**src/rtl/lc3_pkg.sv**
```systemverilog
// lc3_pkg: shared word/byte widths and the program-loader state encoding
package lc3_pkg;
  localparam int LC3_WORD_W = 16;
  localparam int LC3_BYTE_W = 8;
  typedef logic [LC3_WORD_W-1:0] word_t;
  typedef logic [LC3_BYTE_W-1:0] byte_t;
  typedef enum logic [3:0] {
    IDLE, ORIG_H, ORIG_L, LEN_H, LEN_L, DATA_H, DATA_L, WRITE, CSUM_H, CSUM_L, DONE, ERR
  } ld_state_t;
endpackage

```
**src/rtl/lc3_word_assembler.sv**
```systemverilog
// lc3_word_assembler: pairs stream bytes into big-endian words and keeps the running XOR checksum
//   start     first byte of a frame: latch high byte, clear checksum
//   accept    byte handshake this cycle
//   xor_en    fold the completed word into the checksum
//   byte_data stream byte
//   phase     1 when the next accepted byte is a low byte
//   word      {latched high byte, byte_data}; valid on a low-byte accept
//   csum      XOR of all folded words of the current frame
module lc3_word_assembler
  import lc3_pkg::*;
(
  input  logic  clk,
  input  logic  reset,
  input  logic  start,
  input  logic  accept,
  input  logic  xor_en,
  input  byte_t byte_data,
  output logic  phase,
  output word_t word,
  output word_t csum
);
  byte_t hi;
  assign word = {hi, byte_data};
  always_ff @(posedge clk or negedge reset)
    if (!reset) begin
      hi    <= '0;
      phase <= 1'b0;
      csum  <= '0;
    end else if (start) begin
      hi    <= byte_data;
      phase <= 1'b1;
      csum  <= '0;
    end else if (accept) begin
      hi    <= phase ? hi : byte_data;
      phase <= ~phase;
      csum  <= (phase && xor_en) ? csum ^ word : csum;
    end
endmodule

```
**src/rtl/lc3_program_loader.sv**
```systemverilog
// lc3_program_loader: byte-stream object loader writing LC-3 memory through the direct-load port
//   clk, reset (async, active-low)
//   byte_valid/byte_data/byte_ready  valid/ready byte stream in
//   mem_addr/mem_data/mem_we         direct-port write, one-cycle strobe
//   cpu_hold                         CPU reset request while a frame is in progress
//   start_pc                         origin of the last good frame
//   load_done                        one-cycle pulse on a good frame
//   load_error                       sticky until the next frame starts
module lc3_program_loader
  import lc3_pkg::*;
#(
  parameter int TIMEOUT_CYCLES = 65535,
  parameter bit CHECKSUM_EN    = 1'b1
) (
  input  logic  clk,
  input  logic  reset,
  input  logic  byte_valid,
  input  byte_t byte_data,
  output logic  byte_ready,
  output word_t mem_addr,
  output word_t mem_data,
  output logic  mem_we,
  output logic  cpu_hold,
  output word_t start_pc,
  output logic  load_done,
  output logic  load_error
);
  localparam ld_state_t TAIL = CHECKSUM_EN ? CSUM_H : DONE;
  ld_state_t state, state_nx;
  word_t orig, addr, rem, word, csum;
  logic [15:0] tmo;
  logic phase, accept, running, timeout, wdone;
  assign accept  = byte_valid && byte_ready;
  assign wdone   = accept && phase;
  assign running = byte_ready && state != IDLE;
  assign timeout = TIMEOUT_CYCLES != 0 && running && !accept && tmo == 16'(TIMEOUT_CYCLES - 1);
  lc3_word_assembler u_asm (
    .clk      (clk),
    .reset    (reset),
    .start    (accept && state == IDLE),
    .accept   (accept),
    .xor_en   (state != CSUM_L),
    .byte_data(byte_data),
    .phase    (phase),
    .word     (word),
    .csum     (csum)
  );
  always_ff @(posedge clk or negedge reset)
    if (!reset) state <= IDLE;
    else        state <= state_nx;
  // IDLE doubles as ORIG_H: the first byte of a frame is the origin high byte.
  always_comb begin
    state_nx = state;
    if (timeout) state_nx = ERR;
    else
      case (state)
        IDLE, ORIG_H: if (accept) state_nx = ORIG_L;
        ORIG_L:       if (accept) state_nx = LEN_H;
        LEN_H:        if (accept) state_nx = LEN_L;
        LEN_L:        if (accept) state_nx = word == '0 ? TAIL : DATA_H;
        DATA_H:       if (accept) state_nx = DATA_L;
        DATA_L:       if (accept) state_nx = WRITE;
        WRITE:        state_nx = rem == 16'd1 ? TAIL : DATA_H;
        CSUM_H:       if (accept) state_nx = CSUM_L;
        CSUM_L:       if (accept) state_nx = csum == word ? DONE : ERR;
        default:      state_nx = IDLE;
      endcase
  end
  // byte_ready is gated by reset so the source sees it low for the whole reset pulse.
  always_comb begin
    byte_ready = reset && !(state inside {WRITE, DONE, ERR});
    mem_we     = state == WRITE;
    load_done  = state == DONE;
    cpu_hold   = state != IDLE;
  end
  always_ff @(posedge clk or negedge reset)
    if (!reset) begin
      orig       <= '0;
      addr       <= '0;
      rem        <= '0;
      tmo        <= '0;
      mem_addr   <= '0;
      mem_data   <= '0;
      start_pc   <= '0;
      load_error <= 1'b0;
    end else begin
      tmo <= (accept || !running) ? '0 : tmo + 16'd1;
      if (state == ORIG_L && wdone) orig <= word;
      if (state == LEN_L && wdone) begin
        rem  <= word;
        addr <= orig;
      end
      if (state == DATA_L && wdone) begin
        mem_addr <= addr;
        mem_data <= word;
      end
      if (state == WRITE) begin
        addr <= addr + 16'd1;
        rem  <= rem - 16'd1;
      end
      if (state == DONE) start_pc <= orig;
      if (state == ERR) load_error <= 1'b1;
      else if (state == IDLE && accept) load_error <= 1'b0;
    end
endmodule
```
**config.mk**
```make
export PLATFORM = sky130hd
export DESIGN_NAME = lc3_program_loader
export DESIGN_NICKNAME = d
export VERILOG_FILES = /design/src/rtl/lc3_pkg.sv /design/src/rtl/lc3_word_assembler.sv /design/src/rtl/lc3_program_loader.sv
export SDC_FILE = /design/constraint.sdc
export NUM_CORES = 1
export LEC_CHECK = 0
export CAP_MARGIN = 20
export CORE_UTILIZATION = 60
export CTS_BUF_LIST = sky130_fd_sc_hd__clkbuf_4 sky130_fd_sc_hd__clkbuf_8
export DETAILED_ROUTE_END_ITERATION = 12
export GPL_TIMING_DRIVEN = 0
export PLACE_DENSITY = 0.83
export SLEW_MARGIN = 20
export SYNTH_ARGS = -nofsm -noshare
export SYNTH_HDL_FRONTEND = slang
export SYNTH_SLANG_ARGS = --single-unit
export TNS_END_PERCENT = 10
```
**constraint.sdc**
```tcl
create_clock -name clk -period 3.5 [get_ports clk]
set_input_delay 1.05 -clock clk [delete_from_list [all_inputs] [get_ports clk]]
set_output_delay 1.05 -clock clk [all_outputs]
set_load 0.05 [all_outputs]
```
==> results by group <==
Run status
  • Status: completed

Setup path
  • WP buf/inv: 4
  • Crit path required time: 2450 ps
  • CP startpoint: state[0]
  • CP Launch Type: register
  • Crit path kind: register to output pin
  • Crit path DAT: 2340 ps
  • Max Fanout on Critical Path: 10
  • Family with the most delay on the worst path: buffers and inverters
  • Crit-path cells: clkbuf_1 -> nand3_1 -> clkinv_1 -> buf_2 -> clkdlybuf4s15_2
  • Crit path largest cell delay: 410 ps
  • Slowest cell on the critical path: clkdlybuf4s15_2
  • Worst r2r src: state[2]
  • Crit end category: output pin

Detailed routing
  • Wire length on met1: 6908 um
  • DR DRC count: 0
  • Met2 routed WL: 7659 um
  • Initial detailed-routing violation count: 385
  • DR vias: 5,267
  • Routed WL: 15,760 um
  • DR top layer: met4
  • Antenna-violating nets left: 0
  • Routed length per instance: 18.29 um
  • Iteration count of the initial detailed-routing pass: 7
  • Metal3 WL: 834 um
  • Via density: 6.110

Synthesis
  • Most used flip-flop cell after synthesis: dfrtp_1
  • Sequential-to-total area share from yosys stat: 52.77%
  • Syn avg cell area: 10.72 um2
  • Mapped cell area: 6734 um2
  • Synthesized instance count: 628
  • Yosys top cell by area: dfrtp_1
  • Yosys warns: 0
  • Synth area leaders: dfrtp_1 (53%), mux2_2 (10%), nand2_1 (3.3%), nor2_1 (2.9%), o21ai_0 (2.3%)
  • Number of flops mapped to enable cells by yosys: 0
  • Most frequent cell after synthesis: dfrtp_1
  • Yosys reg bits: 142
  • Syn Nets: 644
  • Post-synth top area share: 52.77%
  • Synth cell types: 56
  • Commonest cells in the netlist: dfrtp_1 (142), mux2_2 (60), nand2_1 (60), nor2_1 (52), o21ai_0 (31)
  • Ys async rst share: 100.0%

Layout
  • Layout Nets: 725
  • Layout cells sized above 1: 16.76%
  • Post-Layout Cell Count: 862
  • Area delta synth->final: 18.17%
  • N_diodes: 0

GRT
  • Initial antenna violation count: 0
  • First-pass GRT wire length: 26,020 um
  • Grt total ovfl: 0
  • Vias in the first global route: 5,144
  • Largest net degree at the start of global routing: 81
  • Gr usage total: 29.39%

Power
  • Pleak: 0.003485 uW
  • VDD IR-drop max: 0.0004411 V
  • Pwr/cell area: 776.8 nW/um2
  • Final Total Pwr: 6181 uW

Min path
  • Hold Crit Class: input port to asynchronous set/reset pin

Timing
  • Hold slack final: 462.8 ps
  • RSZ-0062 raised after global routing: yes
  • Final Hold Vio Count: 0
  • Rel. slew slack: 55.32%
  • Max-slew violations: 0
  • Final setup vio count: 0
  • Fin crit share: 96.78%
  • Final min period: 3387 ps
  • Worst Skew: 10.53 ps
  • Max frequency: 0.2952 GHz
  • Worst slew pin tran: 670.2 ps

Job
  • MaxCap Viol Count: 0

Clock network
  • H-tree depth: 4
  • Worst-skew pair later-pin latency: 450 ps
  • CTS Root Cell: clkbuf_8
  • Longest Clk Path Bufs: 2
  • CTS tree: yes
  • Hold_buf cts: 0
  • Clk pin slew, worst setup/hold paths: 80 ps
  • CTS Buf Count: 17
  • # clock sinks: 142

Placement
  • Hpwl dp: 10,890 um
  • Cells after DPL: 830
  • Gpl congestion: 0.9136
  • PortBufs: 61

Floorplanning
  • # IOs: 64
  • Die W: 107.9 um
  • Core footprint: 10,890 um2
  • FP Rows: 38
  • Die area: 11,650 um2
  • Die height: 107.9 um
  • Starting Density: 61.85%
-- cell type report --
cell class	count	area (um2)
Sequential cell	142	3553
Multi-Input combinational cell	438	2992
Fill cell	765	2930
Timing Repair Buffer	63	669.4
Clock buffer	19	255.2
Tap cell	140	175.2
Buffer	29	127.6
Clock inverter	13	117.6
Inverter	18	67.56
-- path summary, 6_finish.rpt --
| kind | endpoint | slack [ps] | cells past startpoint |
|---|---|---|---|
| min in group clk | mem_addr[13] | 490 | 1 |
| max in group asynchronous | mem_data[4] | 2350 | 2 |
| max | mem_we | 110 | 5 |
| min reg2reg | mem_addr[13] | 490 | 1 |
| min | start_pc[11] | 460 | 1 |
| max reg2reg | mem_data[12] | 960 | 8 |
-- placed cells by master, fill, tap and decap left out, types with 4 or more instances in the layout --
master and n:
nand4_1 11, nor2b_1 20, and3_1 9, mux2_4 10
o22ai_1 4, a21oi_1 15, or4_1 4, nor3_1 20
o311ai_0 11, nor4_1 7, clkbuf_8 18, inv_1 17
nor2_1 51, ha_1 5, o21ai_0 31, dfrtp_1 142
xnor2_1 4, a221o_1 9, and2_1 5, clkdlybuf4s50_1 56
mux2_2 60, xor2_1 14, nand2_1 60, clkbuf_1 19
or3_1 4, nand2b_1 9, clkinvlp_4 5, buf_2 6
o211ai_1 13, nand3_1 21
-- sequential cells by signal (all words and copies together) (netlist names), 8 cells and up --
name / cells
tmo: 16
mem_data: 16
rem: 16
u_asm.hi: 8
u_asm.csum: 16
addr: 16
mem_addr: 16
orig: 16
start_pc: 16
-- cells by family (layout without fill, tap and decap cells) --
| family | after synthesis | after routing | synth area share (%) |
|---|---|---|---|
| buffers and inverters | 48 | 142 | 2.917 |
| and+or+nand+nor | 236 | 236 | 17.50 |
| DFF | 142 | 142 | 52.77 |
| xor gates and xnor gates | 18 | 18 | 2.341 |
| muxes | 73 | 73 | 12.75 |
| adders and majority gates | 5 | 5 | 0.9290 |
| AOI/OAI and AO/OA | 106 | 106 | 10.80 |
-- metrics by stage --
| stage | util [%] | TNS, ps | setup WS, ps | instance area, um2 |
|---|---|---|---|---|
| 2_1_floorplan | - | 0 | 608.6 | 6734 |
| 3_3_place_gp | 69.06 | -1165830 | -4972 | 7520 |
| 3_5_place_dp | 69.36 | -19870 | -494.7 | 7552 |
| 4_1_cts | 72.96 | 0 | 44.89 | 7944 |
| 5_1_grt | 73.09 | -84.93 | -84.93 | 7958 |
| 6_report | 73.09 | 0 | 112.6 | 7958 |
-- routing by layer --
metal / GRT usage, % / up-vias
li1: - / 2426
met1: 39.83 / 2619
met2: 47.36 / 193
met3: 5.666 / 29
met4: 10.57 / 0
met5: 0 / -
-- where the power goes --
| group | switching (uW) | internal [uW] |
|---|---|---|
| clock network | 644 | 587 |
| registers | 568 | 2170 |
| logic | 1300 | 912 |
-- timing repair --
item | in CTS | in global routing
resized for setup | 14 | 3
setup endpoints to repair | 3 | 10
setup buffers | 0 | 1
pin swaps | 0 | 1
Power figures use the tool's default switching activity.
